### config.mk
export PLATFORM = sky130hd
export DESIGN_NAME = pipe_skid_reg
export DESIGN_NICKNAME = d
export VERILOG_FILES = /design/src/rtl/pipe_pkg.sv /design/src/rtl/pipe_stall_ctr.sv /design/src/rtl/pipe_skid_reg.sv
export SDC_FILE = /design/constraint.sdc
export NUM_CORES = 1
export LEC_CHECK = 0
export CAP_MARGIN = 0
export CORE_MARGIN = 5
export CORE_UTILIZATION = 25
export CTS_CLUSTER_SIZE = 30
export DETAILED_ROUTE_END_ITERATION = 10
export HOLD_SLACK_MARGIN = 0.06
export MAX_ROUTING_LAYER = met4
export PLACE_DENSITY = 0.52
export SLEW_MARGIN = 15
export SYNTH_ARGS = -nofsm -noshare
export SYNTH_HDL_FRONTEND = slang
export SYNTH_HIERARCHICAL = 1
export SYNTH_SLANG_ARGS = --single-unit
### constraint.sdc
create_clock -name clk -period 1.9 [get_ports clk]
set_clock_uncertainty 0.15 [all_clocks]
set_input_delay 0.285 -clock clk [delete_from_list [all_inputs] [get_ports clk]]
set_output_delay 0.285 -clock clk [all_outputs]
set_load 0.005 [all_outputs]
### src/rtl/pipe_pkg.sv
// Shared types and default widths for the elastic pipeline stage register.
package pipe_pkg;

  localparam int PIPE_DATA_W = 32;
  localparam int PIPE_CNT_W  = 16;

  typedef enum logic [1:0] {
    EMPTY = 2'd0,
    ONE   = 2'd1,
    FULL  = 2'd2
  } pipe_state_e;

endpackage

### src/rtl/pipe_stall_ctr.sv
// Saturating up-counter of downstream stall cycles; cleared only by rst.
module pipe_stall_ctr
  import pipe_pkg::*;
#(
  parameter int CNT_W = PIPE_CNT_W
) (
  input  logic             clk,
  input  logic             rst,
  input  logic             inc,
  output logic [CNT_W-1:0] count
);

  logic [CNT_W-1:0] count_r;

  assign count = count_r;

  // Count stalled cycles, sticking at all-ones.
  always_ff @(posedge clk) begin
    if (rst) begin
      count_r <= {CNT_W{1'b0}};
    end else if (inc && (count_r != {CNT_W{1'b1}})) begin
      count_r <= count_r + CNT_W'(1);
    end else begin
      count_r <= count_r;
    end
  end

endmodule

### src/rtl/pipe_skid_reg.sv
// Elastic pipeline stage: valid/ready in and out with a 2-entry skid and flush.
// Optional stall-cycle counter enabled by defining PIPE_STALL_CNT_EN.
module pipe_skid_reg
  import pipe_pkg::*;
#(
  parameter int DATA_W = PIPE_DATA_W
`ifdef PIPE_STALL_CNT_EN
  , parameter int CNT_W = PIPE_CNT_W
`endif
) (
  input  logic              clk,
  input  logic              rst,
  input  logic              flush,
  input  logic [DATA_W-1:0] in_data,
  input  logic              in_valid,
  output logic              in_ready,
  output logic [DATA_W-1:0] out_data,
  output logic              out_valid,
  input  logic              out_ready
`ifdef PIPE_STALL_CNT_EN
  , output logic [CNT_W-1:0] stall_cycles
`endif
);

  pipe_state_e       state_r, state_s;
  logic [DATA_W-1:0] main_r, main_s;
  logic [DATA_W-1:0] skid_r, skid_s;
  logic              in_ready_r, out_valid_r;
  logic              in_fire_s, out_fire_s;

  assign in_fire_s  = in_valid & in_ready_r;
  assign out_fire_s = out_valid_r & out_ready;
  assign in_ready   = in_ready_r;
  assign out_valid  = out_valid_r;
  assign out_data   = main_r;

  // Next state and datapath; flush squashes everything but keeps main for out_data.
  always_comb begin
    state_s = state_r;
    main_s  = main_r;
    skid_s  = skid_r;
    if (flush) begin
      state_s = EMPTY;
    end else begin
      case (state_r)
        EMPTY: begin
          if (in_fire_s) begin
            state_s = ONE;
            main_s  = in_data;
          end else begin
            state_s = EMPTY;
          end
        end
        ONE: begin
          if (in_fire_s && out_fire_s) begin
            state_s = ONE;
            main_s  = in_data;
          end else if (in_fire_s) begin
            state_s = FULL;
            skid_s  = in_data;
          end else if (out_fire_s) begin
            state_s = EMPTY;
          end else begin
            state_s = ONE;
          end
        end
        FULL: begin
          if (out_fire_s) begin
            state_s = ONE;
            main_s  = skid_r;
          end else begin
            state_s = FULL;
          end
        end
        default: begin
          state_s = EMPTY;
        end
      endcase
    end
  end

  // State, storage and registered handshake flags.
  always_ff @(posedge clk) begin
    if (rst) begin
      state_r     <= EMPTY;
      main_r      <= {DATA_W{1'b0}};
      skid_r      <= {DATA_W{1'b0}};
      out_valid_r <= 1'b0;
      in_ready_r  <= 1'b1;
    end else begin
      state_r     <= state_s;
      main_r      <= main_s;
      skid_r      <= skid_s;
      out_valid_r <= (state_s != EMPTY);
      in_ready_r  <= (state_s != FULL);
    end
  end

`ifdef PIPE_STALL_CNT_EN
  logic stall_s;

  assign stall_s = out_valid_r & ~out_ready;

  pipe_stall_ctr #(
    .CNT_W (CNT_W)
  ) u_stall_ctr (
    .clk   (clk),
    .rst   (rst),
    .inc   (stall_s),
    .count (stall_cycles)
  );
`endif

endmodule

==> results.yml, run 1 <==
pwr:
  pwr-share-comb_pct: 13.8
  cellPowerDensity_nw_per_um2: 894
  p_sw_share_pct: 24.2
  power.internal_mw: 2.80
  vdd_drop_max_uv: 586
  netSwitchingPower_mw: 0.895
  power.share.sequential_pct: 41.6
  p_leak_nw: 1.63
  clock_power_share_pct: 44.6
  finalPower_mw: 3.70
synth:
  ys.flop_type: "dfxtp_1"
  synth_edf_count: 0
  synth-seq-cells: 68
  yosys_warnings: 6
  synth_nets: 352
  synth_cell_type_count: 29
  syn_avg_cell_area_um2: 9.18
  ys_async_sr_fraction_pct: 0
  synth-seq-area-share_pct: 47.2
  synth_area_um2: 2880
  syn_inst: 314
worst_setup_path:
  cp-start-kind: "primary input"
  cpPeakStageDelay_ps: 460
  slowest_stage: "clkdlybuf4s50_1"
  crit_required_ps: 1940
  arrival_ps: 1830
  cp_top_family: "buffers and inverters"
  crit_fanout: 17
  path_buf_inv: 3
  end_kind: "flop"
  worstPathCellList: "clkdlybuf4s50_1, nand2_1, buf_4, o21ai_4, and2_2, buf_12, a211oi_1"
  worstSetupPathType: "in -> reg"
placement:
  place_inst: 523
  place_congestion: 0.690
  postPlaceCellArea_um2: 3830
  numPortBuffers: 70
  hpwl_mm: 5.53
clock_network:
  clock_latency_ps: 330
  cts_sinks: 68
  post_cts_resized: 0
  cts_root_buf: "clkbuf_16"
  clk_pin_slew_ps: 60
  cts_tree: "built"
  postCtsSetupBuffers: 0
  htree_levels: 3
  cts_hold_buf: 0
  cts-buffers-inserted: 9
  clockBufferDepth: 2
timing:
  rsz0062_at_grt: "no"
  finalCritPeriodShare_pct: 94.5
  post-route-min-period_ps: 1800
  final_max_slew_viol_count: 0
  hold_viol: 0
  finalSetupTns_ps: 0
  timing.fmax_mhz: 557
  maxSlewHeadroom_pct: 72.4
  worst_slew_pin_slew_ps: 414
  setup_viol: 0
floorplan:
  io_pins: 71
  core-area_um2: 11400
  start_util_pct: 25.4
  dieArea_um2: 13800
  rows: 39
  die_w_um: 117
  die_h_um: 117
final_layout:
  postLayoutCellArea_um2: 4140
  fin_util_pct: 36.4
  final_nets: 429
  antenna_cells: 0
  layout-drive-gt1-share_pct: 14.6
  area_growth_pct: 43.5
  final-instance-count-excl-fill: 539
grt:
  grt_pass1_vias: 2501
  grt_overflow: 0
  grt_start_max_net_pins: 25
  grt_use_total_pct: 11.9
  grt_pass1_wl_mm: 13.0
  grt_antenna_before_repair: 0
routing:
  wl_met1_mm: 3.62
  wl_met2_mm: 3.91
  via_count: 2475
  drt-total-wl_mm: 7.98
  met3_length_um: 395
  highest_layer: "met4"
  wl_per_cell_um: 14.8
  first_iter_violations: 121
  drc: 0
  postRouteAntennaNets: 0
  drt_first_pass_iters: 4
  viasPerCell: 4.59
job:
  max-cap-violations: 0
status:
  outcome: "finished clean"
hold_path:
  hp-class: "in -> reg"
## sequential cells by signal (all words and copies together) (netlist names)
| name | flops |
|---|---|
| skid_r | 32 |
| out_valid | 1 |
| state_r | 2 |
| out_data | 32 |
| in_ready | 1 |
## final timing paths
path         startpoint           end  slack (ps)  depth (start not counted)
max            in_valid  out_data[31]         100                          7
min reg2reg  skid_r[10]    skid_r[10]         300                          2
min                 rst    state_r[0]         230                          2
max reg2reg  state_r[0]  out_data[31]         140                          5
## power by group through the flow
stage          Clock (mW)  Combinational, mW  Sequential (mW)
6_report             1.65              0.512             1.54
5_1_grt              1.76              0.558             1.55
4_1_cts              1.70              0.518             1.54
3_5_place_dp            0              0.515             1.57
3_3_place_gp            0              0.510             1.57
2_1_floorplan           0              0.231             1.57
## per-layer routing
layer / track usage (%) / up-vias
met5: - / -
met4: 3.26 / 0
met3: 4.57 / 2
met2: 19.1 / 50
met1: 14.0 / 1166
li1: - / 1257
## final cells by class
type / instances / area (um2)
Fill cell: 1166 / 7230
Clock inverter: 7 / 76.3
Inverter: 3 / 11.3
Multi-Input combinational cell: 215 / 1360
Tap cell: 143 / 179
Timing Repair Buffer: 94 / 921
Clock buffer: 9 / 225
Sequential cell: 68 / 1360
## metrics by stage
| stage | hold WS, ps | worst slack, ps |
|---|---|---|
| final | 232 | 105 |
| after detailed placement | 296 | -230 |
| after CTS | 221 | 59.7 |
| after global routing | 242 | 10.8 |
| after global placement | 292 | -226 |
| after floorplan | 228 | 229 |
## Yosys cell counts (all sizes together), types with 2 or more instances
cell type	number	area share, %
mux2i	32	11
a21oi	65	11
dfxtp	68	47
a211oi	32	10
buf	18	4.7
nand2	66	8.6
clkbuf	10	1.3
nor2	3	0.48
nand2b	2	0.43
o21ai	2	0.35
inv	3	0.39
and2	2	0.43
## logic make-up (layout without fill, tap and decap cells)
kind of cell               Yosys count  count (layout)  share of synthesized area [%]
and+or+nand+nor                     80              80                           11.7
muxes                               32              32                           11.1
adders and majority gates            1               1                          0.434
AOI/OAI and AO/OA                  102             102                           23.2
DFF                                 68              68                           47.2
buffers and inverters               31             113                           6.38
## cell usage in the layout, fill, tap and decap left out, types with 2 or more instances in the layout
cell,n
a211oi_1,22
a211oi_2,10
a21oi_1,65
buf_12,3
buf_4,19
buf_6,2
clkbuf_16,9
clkdlybuf4s50_1,69
clkinv_4,2
clkinvlp_4,2
dfxtp_1,67
inv_1,3
mux2i_1,32
nand2_1,66
nor2_1,2
(Power assumes the default switching activity.)
==> inputs of run 2 (changes only) <==
- SYNTH_HIERARCHICAL: 1 -> unset
==> results of run 2 <==
Final layout, timing and power as in run 1 (identical DEF).
Main changes from that run: Yosys warning count 6 -> 0
==> inputs of run 3 (changes only) <==
- ABC_CLOCK_PERIOD_IN_PS: unset -> 1900
- SLEW_MARGIN: 15 -> unset
==> results of run 3 <==
Final layout, timing and power as in run 1 (identical DEF).
Main changes from that run: Yosys warning count 6 -> 0
==> RTL edit (settings of run 3) <==
The package constant `PIPE_DATA_W` goes from 32 to 64.
--- a/src/rtl/pipe_pkg.sv
+++ b/src/rtl/pipe_pkg.sv
@@ -3,3 +3,3 @@
 
-  localparam int PIPE_DATA_W = 32;
+  localparam int PIPE_DATA_W = 64;
   localparam int PIPE_CNT_W  = 16;
Ports: changed (resized in_data and out_data); port bits go from 71 to 135. The function was not compared with the original's and may differ.
==> RTL edit against run 3 <==
Worst hold slack got worse by 0.087 ns. Design area is 100% higher. Synthesized area up 100%. Sequential cell count increased by 64. Total power up 96%. Via count grew 92%. Worst setup slack worse by 0.052 ns. Routed wire length up 110%. Register-to-register slack lost 0.06 ns. Largest cell class is now multi-input gates.
==> RTL edit: results (changes against run 3) <==
GRT Total Usage 0.127 (+0.00717); CTS buffer count 17 (+8); distinct cell type count of the synthesized netlist 31 (+6.9%); worst reg2reg path depth 6 (+1); synth cell count leaders 132 x dfxtp_1, 130 x nand2_1, 118 x a21oi_1, 64 x mux2i_1, 60 x a211oi_2; CP arrival 1.97 ns (+0.14 ns); share of cells above drive strength 1 0.199 (+0.0522); initial drt markers 181 (+50%); Leak 3.21 nW (+98%); ANT cells 0 (unchanged); Detailed Place HPWL 10.7 mm (+94%); largest net degree at the start of global routing 44 (+76%); routed wire length 16.8 mm (+110%); total number of vias 4745 (+92%); Synthesized Nets 668 (+90%); clk slew on worst S/H paths 0.05 ns; vias in the first global route 4636 (+85%); port buffer count 134 (+91%); register area share after synthesis 0.454 (-0.0175); later-pin clock latency in the skew report 0.41 ns (+0.08 ns); CP max FO 10 (-7); VDD IR max 0.616 mV (+5.1%); placer congestion estimate 0.748 (+8.3%); initial antenna violation count 0 (unchanged); first-pass GRT wire length 25.8 mm (+98%); outcome completed; Worst Hold Path EP state_r[0]; Nets 805 (+88%); reg2reg start state_r[0]; htree depth 4 (+1); flop2flop setup slack 0.08 ns (-0.06 ns); top cells by area, synth dfxtp_1 45%, a211oi_2 13%, mux2i_1 11%; fill count 2290 (+96%); WHS Path Cells 2 (unchanged)
RTL edit: cell count changes after synthesis, sizes merged, moves of 26 or more:
cell / change
buf: +26
dfxtp: +64
mux2i: +32
nand2: +64
a211oi: +32
a21oi: +64
RTL edit: cells by family (layout without fill, tap and decap cells):
| group | after synthesis | in the layout | share of synthesized area |
|---|---|---|---|
| compound gates | 198 | 198 | 0.259 |
| fa+ha+maj | 1 | 1 | 0.00215 |
| buf+inv | 59 | 206 | 0.0740 |
| flops | 132 | 132 | 0.454 |
| mux | 64 | 64 | 0.110 |
| simple gates | 144 | 144 | 0.100 |
RTL edit: area by class of cell:
class	count	area (um2)	share of cell area
clock inverter	6	80.1	0.00961
multi-input combinational	407	2790	0.335
tap	313	392	0.0470
sequential	132	2640	0.317
clock buffer	23	468	0.0561
inverter	3	11.3	0.00135
timing repair buffer	174	1950	0.234
RTL edit: what timing repair did:
item                                    4_1_cts  5_1_grt
endpoints found under the setup margin        3       88
resized for setup                             1        7
buffers inserted                              0        4
cloned                                        0        4
endpoints found under the hold margin         0        0
pin swaps                                     0        3
RTL edit: how the worst max path moves through the flow:
stage | to | depth (start not counted) | slack, ns
floorplan | skid_r[3] | 6 | 0.18
global placement | skid_r[40] | 6 | -0.40
detailed placement | skid_r[30] | 6 | -0.42
CTS | skid_r[30] | 5 | 0.002
global route | out_data[31] | 6 | 0.0008
finish | out_data[31] | 8 | 0.05
RTL edit: metrics by stage:
stage          worst slack (ns)  instance area, um2  cells  TNS [ns]   util
5_1_grt                0.000828                8340   1058         0  0.366
2_1_floorplan             0.185                5810    598         0      -
4_1_cts                 0.00164                8160   1050         0  0.358
3_3_place_gp             -0.401                7610   1021    -46.53  0.334
3_5_place_dp             -0.420                7610   1021    -48.40  0.334
6_report                 0.0527                8340   1058         0  0.366
RTL edit: metal layers:
metal	GRT usage	wire [um]	vias up
li1	-	-	2384
met1	0.163	8050	2255
met2	0.192	7640	97
met3	0.0410	876	9
met4	0.0358	183	0
met5	-	0	-
RTL edit: report_power, final:
group	switching, W	internal, W
Combinational	0.000502	0.000632
Clock	0.00116	0.00197
Sequential	0.0000737	0.00291
